**src/rtl/uart_async_tx.sv**
```systemverilog
// Host-programmable UART transmitter: register bus in, 4-entry byte FIFO,
// baud FSM serialising start / 8 data LSB-first / optional parity / stop.
module uart_async_tx #(
  parameter int unsigned                 padd_size     = 24,
  parameter int unsigned                 cmd_size      = 3,
  parameter int unsigned                 data_size     = 32,
  parameter logic [padd_size-1:0]        base_addr     = 24'h080030,
  parameter int unsigned                 fifo_depth    = 4,
  parameter int unsigned                 fifo_ptr_size = 2,
  parameter logic [15:0]                 div_default   = 16
) (
  input  logic                 clk0,
  input  logic                 reset,
  input  logic [padd_size-1:0] host_addr,
  input  logic [cmd_size-1:0]  host_cmd,
  input  logic [data_size-1:0] host_datain,
  output logic [data_size-1:0] host_dataout,
  output logic                 ser_txd,
  output logic                 tx_busy,
  output logic                 tx_irq
);

  localparam int unsigned cnt_w = fifo_ptr_size + 1;

  typedef enum logic [2:0] {ST_IDLE, ST_START, ST_DATA, ST_PARITY, ST_STOP} state_t;

  state_t                   state_q, state_d;
  logic [7:0]               mem_q [fifo_depth];
  logic [7:0]               mem_d [fifo_depth];
  logic [fifo_ptr_size-1:0] wr_ptr_q, wr_ptr_d, rd_ptr_q, rd_ptr_d;
  logic [cnt_w-1:0]         count_q, count_d;
  logic [3:0]               ctrl_q, ctrl_d;
  logic [15:0]              div_q, div_d, div_lat_q, div_lat_d;
  logic [15:0]              baud_cnt_q, baud_cnt_d;
  logic [2:0]               bit_cnt_q, bit_cnt_d;
  logic [7:0]               shift_q, shift_d;
  logic                     par_en_q, par_en_d, par_bit_q, par_bit_d;
  logic                     ovf_q, ovf_d;
  logic                     ser_txd_q, ser_txd_d;
  logic [data_size-1:0]     dout_q, dout_d;

  logic [padd_size-1:0] reg_off;
  logic [1:0]           reg_sel;
  logic                 in_range, wr_en, rd_en;
  logic                 empty, full, bit_end, pop, push;
  logic [7:0]           head;
  logic                 unused_bits;

  assign reg_off  = host_addr - base_addr;
  assign reg_sel  = reg_off[1:0];
  assign in_range = (reg_off[padd_size-1:2] == '0);
  assign wr_en    = in_range && (host_cmd == cmd_size'(2));
  assign rd_en    = in_range && (host_cmd == cmd_size'(1));
  assign empty    = (count_q == '0);
  assign full     = (count_q == cnt_w'(fifo_depth));
  assign head     = mem_q[rd_ptr_q];
  assign bit_end  = (baud_cnt_q == div_lat_q - 16'd1);
  assign unused_bits = ^host_datain[data_size-1:16];

  always_comb begin
    state_d    = state_q;
    mem_d      = mem_q;
    wr_ptr_d   = wr_ptr_q;
    rd_ptr_d   = rd_ptr_q;
    count_d    = count_q;
    ctrl_d     = ctrl_q;
    div_d      = div_q;
    div_lat_d  = div_lat_q;
    baud_cnt_d = baud_cnt_q;
    bit_cnt_d  = bit_cnt_q;
    shift_d    = shift_q;
    par_en_d   = par_en_q;
    par_bit_d  = par_bit_q;
    ovf_d      = ovf_q;
    ser_txd_d  = ser_txd_q;
    dout_d     = dout_q;

    // A pop happens only from IDLE or at the last cycle of STOP.
    pop  = ctrl_q[0] && !empty &&
           ((state_q == ST_IDLE) || (state_q == ST_STOP && bit_end));
    push = wr_en && (reg_sel == 2'd0) && (!full || pop);

    if (wr_en) begin
      case (reg_sel)
        2'd0: if (!push) ovf_d = 1'b1;
        2'd1: ctrl_d = host_datain[3:0];
        2'd2: div_d  = host_datain[15:0];
        default: if (host_datain[3]) ovf_d = 1'b0;
      endcase
    end

    if (rd_en) begin
      case (reg_sel)
        2'd0:    dout_d = '0;
        2'd1:    dout_d = data_size'(ctrl_q);
        2'd2:    dout_d = data_size'(div_q);
        default: dout_d = data_size'({count_q, ovf_q, state_q != ST_IDLE, full, empty});
      endcase
    end

    if (push) begin
      mem_d[wr_ptr_q] = host_datain[7:0];
      wr_ptr_d        = wr_ptr_q + fifo_ptr_size'(1);
    end
    if (pop) rd_ptr_d = rd_ptr_q + fifo_ptr_size'(1);
    if (push && !pop)      count_d = count_q + cnt_w'(1);
    else if (pop && !push) count_d = count_q - cnt_w'(1);

    if (state_q != ST_IDLE) baud_cnt_d = baud_cnt_q + 16'd1;

    case (state_q)
      ST_START: if (bit_end) begin
        state_d    = ST_DATA;
        baud_cnt_d = '0;
        bit_cnt_d  = '0;
        ser_txd_d  = shift_q[0];
      end
      ST_DATA: if (bit_end) begin
        baud_cnt_d = '0;
        if (bit_cnt_q == 3'd7) begin
          state_d   = par_en_q ? ST_PARITY : ST_STOP;
          ser_txd_d = par_en_q ? par_bit_q : 1'b1;
        end else begin
          bit_cnt_d = bit_cnt_q + 3'd1;
          shift_d   = {1'b0, shift_q[7:1]};
          ser_txd_d = shift_q[1];
        end
      end
      ST_PARITY: if (bit_end) begin
        state_d    = ST_STOP;
        baud_cnt_d = '0;
        ser_txd_d  = 1'b1;
      end
      ST_STOP: if (bit_end) begin
        state_d    = ST_IDLE;
        baud_cnt_d = '0;
        ser_txd_d  = 1'b1;
      end
      default: ser_txd_d = 1'b1;
    endcase

    // Frame parameters are latched at pop so host writes only affect later frames.
    if (pop) begin
      state_d    = ST_START;
      baud_cnt_d = '0;
      shift_d    = head;
      div_lat_d  = (div_q == '0) ? 16'd1 : div_q;
      par_en_d   = ctrl_q[1];
      par_bit_d  = (^head) ^ ctrl_q[2];
      ser_txd_d  = 1'b0;
    end
  end

  always_ff @(posedge clk0 or posedge reset) begin
    if (reset) begin
      state_q    <= ST_IDLE;
      for (int unsigned i = 0; i < fifo_depth; i++) mem_q[i] <= '0;
      wr_ptr_q   <= '0;
      rd_ptr_q   <= '0;
      count_q    <= '0;
      ctrl_q     <= '0;
      div_q      <= div_default;
      div_lat_q  <= 16'd1;
      baud_cnt_q <= '0;
      bit_cnt_q  <= '0;
      shift_q    <= '0;
      par_en_q   <= 1'b0;
      par_bit_q  <= 1'b0;
      ovf_q      <= 1'b0;
      ser_txd_q  <= 1'b1;
      dout_q     <= '0;
    end else begin
      state_q    <= state_d;
      mem_q      <= mem_d;
      wr_ptr_q   <= wr_ptr_d;
      rd_ptr_q   <= rd_ptr_d;
      count_q    <= count_d;
      ctrl_q     <= ctrl_d;
      div_q      <= div_d;
      div_lat_q  <= div_lat_d;
      baud_cnt_q <= baud_cnt_d;
      bit_cnt_q  <= bit_cnt_d;
      shift_q    <= shift_d;
      par_en_q   <= par_en_d;
      par_bit_q  <= par_bit_d;
      ovf_q      <= ovf_d;
      ser_txd_q  <= ser_txd_d;
      dout_q     <= dout_d;
    end
  end

  assign host_dataout = dout_q;
  assign ser_txd      = ser_txd_q;
  assign tx_busy      = (state_q != ST_IDLE);
  assign tx_irq       = ctrl_q[3] && empty && (state_q == ST_IDLE);

endmodule

```
**config.mk**
```make
export PLATFORM = sky130hd
export DESIGN_NAME = uart_async_tx
export DESIGN_NICKNAME = d
export VERILOG_FILES = /design/src/rtl/uart_async_tx.sv
export SDC_FILE = /design/constraint.sdc
export NUM_CORES = 1
export LEC_CHECK = 0
export BUFFER_PORTS_ARGS = -buffer_cell sky130_fd_sc_hd__buf_4
export CAP_MARGIN = 20
export CORE_ASPECT_RATIO = 1.1
export CORE_MARGIN = 10
export CORE_UTILIZATION = 55
export DETAILED_ROUTE_END_ITERATION = 7
export PLACE_DENSITY = 0.75
export SETUP_SLACK_MARGIN = 0.5
export SLEW_MARGIN = 20
export SYNTH_ARGS = -nofsm -noshare
export SYNTH_HDL_FRONTEND = slang
export SYNTH_SLANG_ARGS = --single-unit
```
**constraint.sdc**
```tcl
create_clock -name clk0 -period 4.8 [get_ports clk0]
set_input_delay 0.96 -clock clk0 [delete_from_list [all_inputs] [get_ports clk0]]
set_output_delay 0.96 -clock clk0 [all_outputs]
set_load 0.005 [all_outputs]
```
-- Word level (Yosys, flattened, before mapping)
Cells that the tools add are included.
- flip-flop bits (word level): 141
- input port bits: 61
- add/subtract/negate cells: 8
- $lt $le $gt $ge: 3
- eq/ne operators: 22
- multiplexer cells: 39
- bitwise operators: 4
- reduce and logical (&&, ||, !) cells: 41
- operator list (cell ; number):
    16-bit 2-to-1 mux ; 5
    8-bit 2-to-1 mux ; 7
    16-bit case mux with 3 select lines ; 1
    3-bit 2-to-1 mux ; 11
    32-bit bitwise mux ; 1
    24-bit by 20-bit subtractor with 24-bit output (second input constant) ; 1
    22-bit logical NOT ; 1
    16-bit by 1-bit adder with 16-bit output (second input constant) ; 1
    8-bit binary-select mux with 2-bit select ; 1
    8-bit demux with 2-bit select ; 1
    16-bit equality test ; 1
    16-bit logical NOT ; 1
    16-bit by 1-bit subtractor with 16-bit output (second input constant) ; 1
    3-bit inequality test (second input constant) ; 5
    1-bit logical AND ; 12
    3-bit case mux with 4 select lines ; 1
    2-bit inequality test (second input constant) ; 5
    2-bit nonzero test ; 5
    3-bit by 2-bit equality test with 1-bit output (second input constant) ; 3
    3-bit equality test (second input constant) ; 3
    1-bit 2-to-1 mux ; 8
    4-bit AND reduction ; 2
    8-bit XOR reduction ; 1
    3-bit by 1-bit adder with 3-bit output (second input constant) ; 2
    other kinds (25) ; 37

-- Logic depth before layout (Yosys ltp)
- word-level depth: 11
- gate-level depth with buffers: 18

-- Worst setup path after synthesis
Ideal clock, no wire load.
- path kind: register -> register
- start point: reg div_lat_q[0]
- end point: reg count_q[2]
- setup time: 0.079 ns
- arrival: 4.135 ns
- required time: 4.721 ns
- path slack: 0.585 ns
- stages on the path, launching flop included: 19
- clock period less this slack: 4.215 ns
- cells stage by stage: dfstp_2 -> clkbuf_1 -> inv_1 -> ha_1 -> nand2b_1 -> clkbuf_1 -> o31ai_1 -> a2bb2oi_1 -> or4_1 -> or4_4 -> a21oi_4 -> inv_2 -> a21boi_4 -> ha_1 -> inv_1 -> fa_1 -> xor2_1 -> nor2_1 -> xor2_1
- longest elaborated chain between the ends: 10
- elaborated cells between the ends (all ways): 13
- RTL lines (element ; RTL line ; text):
    start: declaration ; 33 ; logic [15:0] div_q, div_d, div_lat_q, div_lat_d;
    start signal: assignment ; 180 ; div_lat_q <= div_lat_d;
    16-bit by 1-bit subtractor with 16-bit output (*) ; 57 ; assign bit_end = (baud_cnt_q == div_lat_q - 16'd1);
    16-bit equality test (*) ; 57 ;
    1-bit logical AND (*) ; 80 ; ((state_q == ST_IDLE) || (state_q == ST_STOP && bit_end));
    1-bit logical OR (*) ; 80 ;
    1-bit logical AND (*) ; 79 ; pop = ctrl_q[0] && !empty &&
    1-bit logical OR (*) ; 81 ; push = wr_en && (reg_sel == 2'd0) && (!full || pop);
    1-bit logical AND (*) ; 81 ;
    named net push ; 45 ; logic empty, full, bit_end, pop, push;
    1-bit logical NOT ; 107 ; else if (pop && !push) count_d = count_q - cnt_w'(1);
    1-bit logical AND ; 107 ;
    2-bit nonzero test (no source line) ; n/a ;
    end signal: assignment ; 177 ; count_q <= count_d;
    end: declaration ; 31 ; logic [cnt_w-1:0] count_q, count_d;
Mark *: on every way through the listed nets, which the timed path passes. The rest lies on a longest branch.
A chain may end at the register's enable or synchronous reset.

-- Worst setup path after layout
- start point: reg div_lat_q[8]
- end point: reg count_q[2]
Same word-level chain as after synthesis.

==> impl_metrics.json <==
{
  "whs_path_depth": 1,
  "cts-root-buf": "clkbuf_16",
  "htree_levels": 4,
  "die_h_um": 135.5,
  "powerDensity_mw_per_mm2": 302.7,
  "rr_worst_depth": 14,
  "grtUsageMet2_pct": 28.54,
  "yosysMostFrequentCell": "dfrtp_1",
  "core_mm2": 0.01193,
  "grt_max_degree": 69,
  "num_rows": 42,
  "grt_pass1_wl_mm": 24.56,
  "outcome": "finished, final reports clean",
  "antenna_cells": 0,
  "dpl.hpwl_mm": 10.52,
  "synth_commonest_cells": "dfrtp_1 (122), mux2_2 (75), nor2_1 (59)",
  "die_area_mm2": 0.01693,
  "startpoint": "div_lat_q[8]$_DFFE_PP0N_",
  "synth_ff_type": "dfrtp_1",
  "netlist_area_mm2": 0.006665,
  "synth_edf_count": 0,
  "ys_warn_count": 0,
  "met1_usage_pct": 22.05,
  "busiest_layer": "met2",
  "grt_setup_unrepaired": "no",
  "drv_slew": 0,
  "grt_usage_pct": 17.81,
  "drive_above_1_share_pct": 30.94,
  "area_growth_syn_to_layout_pct": 16.44,
  "grt_antenna_before_repair": 0,
  "power.leakage_nw": 3.745,
  "hold_viol": 0,
  "reg2reg_slack_ns": 0.68,
  "route.detailed.drc": 0,
  "grt_pass1_vias": 4816,
  "yosysTopAreaCell": "dfrtp_1",
  "drt_iter0_drc": 319,
  "start_util_pct": 55.87,
  "setup_violations": 0,
  "vias": 4762,
  "skew_ns": 0.01126,
  "synthArstFlopShare_pct": 100.0,
  "avgSynthCellArea_um2": 10.89,
  "vias_per_cell": 5.696,
  "critPathArrivalTime_ns": 4.47,
  "insertion_delay_ns": 0.43,
  "synth-seq-area-share_pct": 46.99,
  "min_path_type": "reg -> reg",
  "timing.rr.end": "count_q[2]$_DFFE_PP0P_",
  "max_freq_mhz": 242.5,
  "wl_mm": 14.75,
  "p_total_mw": 2.350,
  "crit_end": "count_q[2]$_DFFE_PP0P_",
  "setup_tns_ns": 0,
  "final_nets": 744,
  "cts_buffers": 17,
  "ys_ff_latch": 125,
  "r2r_start": "div_lat_q[8]$_DFFE_PP0N_",
  "vdd_drop_max_mv": 0.2122,
  "met3_usage_pct": 4.894,
  "die_w_um": 125.0,
  "cp.required_ns": 5.15,
  "drt_first_pass_iters": 5,
  "synthDistinctLibCells": 65,
  "port_buffers": 63,
  "ys_top_cells_by_area": "dfrtp_1 (46%), mux2_2 (13%), nor2_1 (3.3%)",
  "clockBufferDepth": 2,
  "cts_hold_buf": 0,
  "path_class": "reg -> reg",
  "crit_path_end_kind": "flip-flop",
  "drtAntennaViolNets": 0,
  "routedWlPerCell_um": 17.64,
  "netlist_instances": 612,
  "crit_path_max_fanout": 13,
  "overflow": 0,
  "routabilityCongestion": 0.8834,
  "worst_pin_slew_ns": 0.8201,
  "cts_tree": "built",
  "min_period_ns": 4.124,
  "cp-start-kind": "flip-flop",
  "post-route-period-util_pct": 85.91,
  "synth_top_area_share_pct": 45.80,
  "maxSlewHeadroom_pct": 45.32,
  "ios": 96,
  "clkSinkCount": 125,
  "clk_pin_slew_ns": 0.06,
  "drv_cap": 0
}
## per-stage QoR
step,area (um2),setup slack [ns],util [%],hold slack [ns],std cells
2_1_floorplan,6721,0.5174,-,0.4649,627
6_report,7761,0.6762,65.06,0.4994,836
3_5_place_dp,7152,0.4370,59.95,0.4871,802
4_1_cts,7736,0.5131,64.85,0.5011,834
5_1_grt,7761,0.5149,65.06,0.5120,836
3_3_place_gp,7152,0.5187,59.95,0.4815,802
## sequential cells by signal, summed over array words and instances, names as in the netlist, 3 cells and up
register      cells
mem_q            32
baud_cnt_q       16
div_lat_q        16
div_q            16
host_dataout     16
shift_q           8
ctrl_q            4
bit_cnt_q         3
count_q           3
state_q           3
## worst max-delay path, stage by stage, from the launching register on
cell	delay, ns
dfrtp_2	0.45
or4_4	0.58
or4_1	0.40
a2111oi_0	0.30
a311oi_1	0.10
or4_4	0.57
a21oi_4	0.20
inv_4	0.12
a21boi_4	0.20
ha_1	0.21
inv_1	0.06
fa_1	0.38
xor2_1	0.17
nor2_1	0.12
xor2_1	0.16
## how the worst min path moves through the flow
stage / start / end / slack (ns)
2_1_floorplan: shift_q[0]$_DFFE_PP0P_ / shift_q[0]$_DFFE_PP0P_ / 0.46
5_1_grt: mem_q[13]$_DFFE_PP0P_ / mem_q[13]$_DFFE_PP0P_ / 0.51
4_1_cts: par_bit_q$_DFFE_PP0N_ / par_bit_q$_DFFE_PP0N_ / 0.50
6_report: par_bit_q$_DFFE_PP0N_ / par_bit_q$_DFFE_PP0N_ / 0.50
3_5_place_dp: mem_q[15]$_DFFE_PP0P_ / mem_q[15]$_DFFE_PP0P_ / 0.49
3_3_place_gp: mem_q[7]$_DFFE_PP0P_ / mem_q[7]$_DFFE_PP0P_ / 0.48
## routing by layer
layer	part of all wire (%)	wire [um]
met5	0	0
met4	1.8	263
met3	5.7	841
met2	49	7200
met1	44	6441
## logic make-up after synthesis
family,share of synthesized area [%]
AND/OR/NAND/NOR,14.06
other,0.05626
flip-flops,46.99
AO/OA/AOI/OAI,8.429
XOR/XNOR,6.307
multiplexers,15.69
adder cells (fa/ha/maj),2.741
buffers and inverters,5.725
## cells in the final DEF (no fill, tap or decap), types with 3 or more instances in the layout
cell	n
clkinvlp_4	3
inv_6	4
o211ai_1	3
nor2_1	59
mux2_2	75
clkbuf_16	17
or3_1	7
mux4_2	8
or4_1	5
dfrtp_1	120
xor2_1	24
xnor2_1	24
o211ai_2	4
nor3_1	15
nand4_1	8
nor3b_1	9
inv_1	22
conb_1	16
a21oi_1	15
and3_1	3
o21ai_0	26
nor4_1	10
nand3_1	17
clkinv_4	3
ha_1	12
dfstp_2	3
nand2_1	34
a221oi_1	4
nor2b_1	4
buf_4	71
## layout make-up
class                      instances  area (um2)
sequential                       125        3134
fill                             902        4168
inverter                          25       98.84
clock inverter                    14       135.1
timing repair buffer              71       533.0
tap                              154       192.7
clock buffer                      18       429.2
multi-input combinational        429        3238
## report_power, final
part / leakage [nW] / total (mW) / internal, mW / switching [mW]
Combinational: 1.81 / 0.0718 / 0.0288 / 0.0430
Sequential: 1.67 / 1.05 / 1.05 / 0.00000561
Clock: 0.270 / 1.22 / 0.720 / 0.504
## repair_timing
action	CTS	global route
resized for setup	6	4
buffers inserted	0	2
setup endpoints to repair	2	2
gates cloned	0	0
pin swaps	1	1
hold endpoints to repair	0	0
No activity file was read; power rests on OpenSTA's default activity.
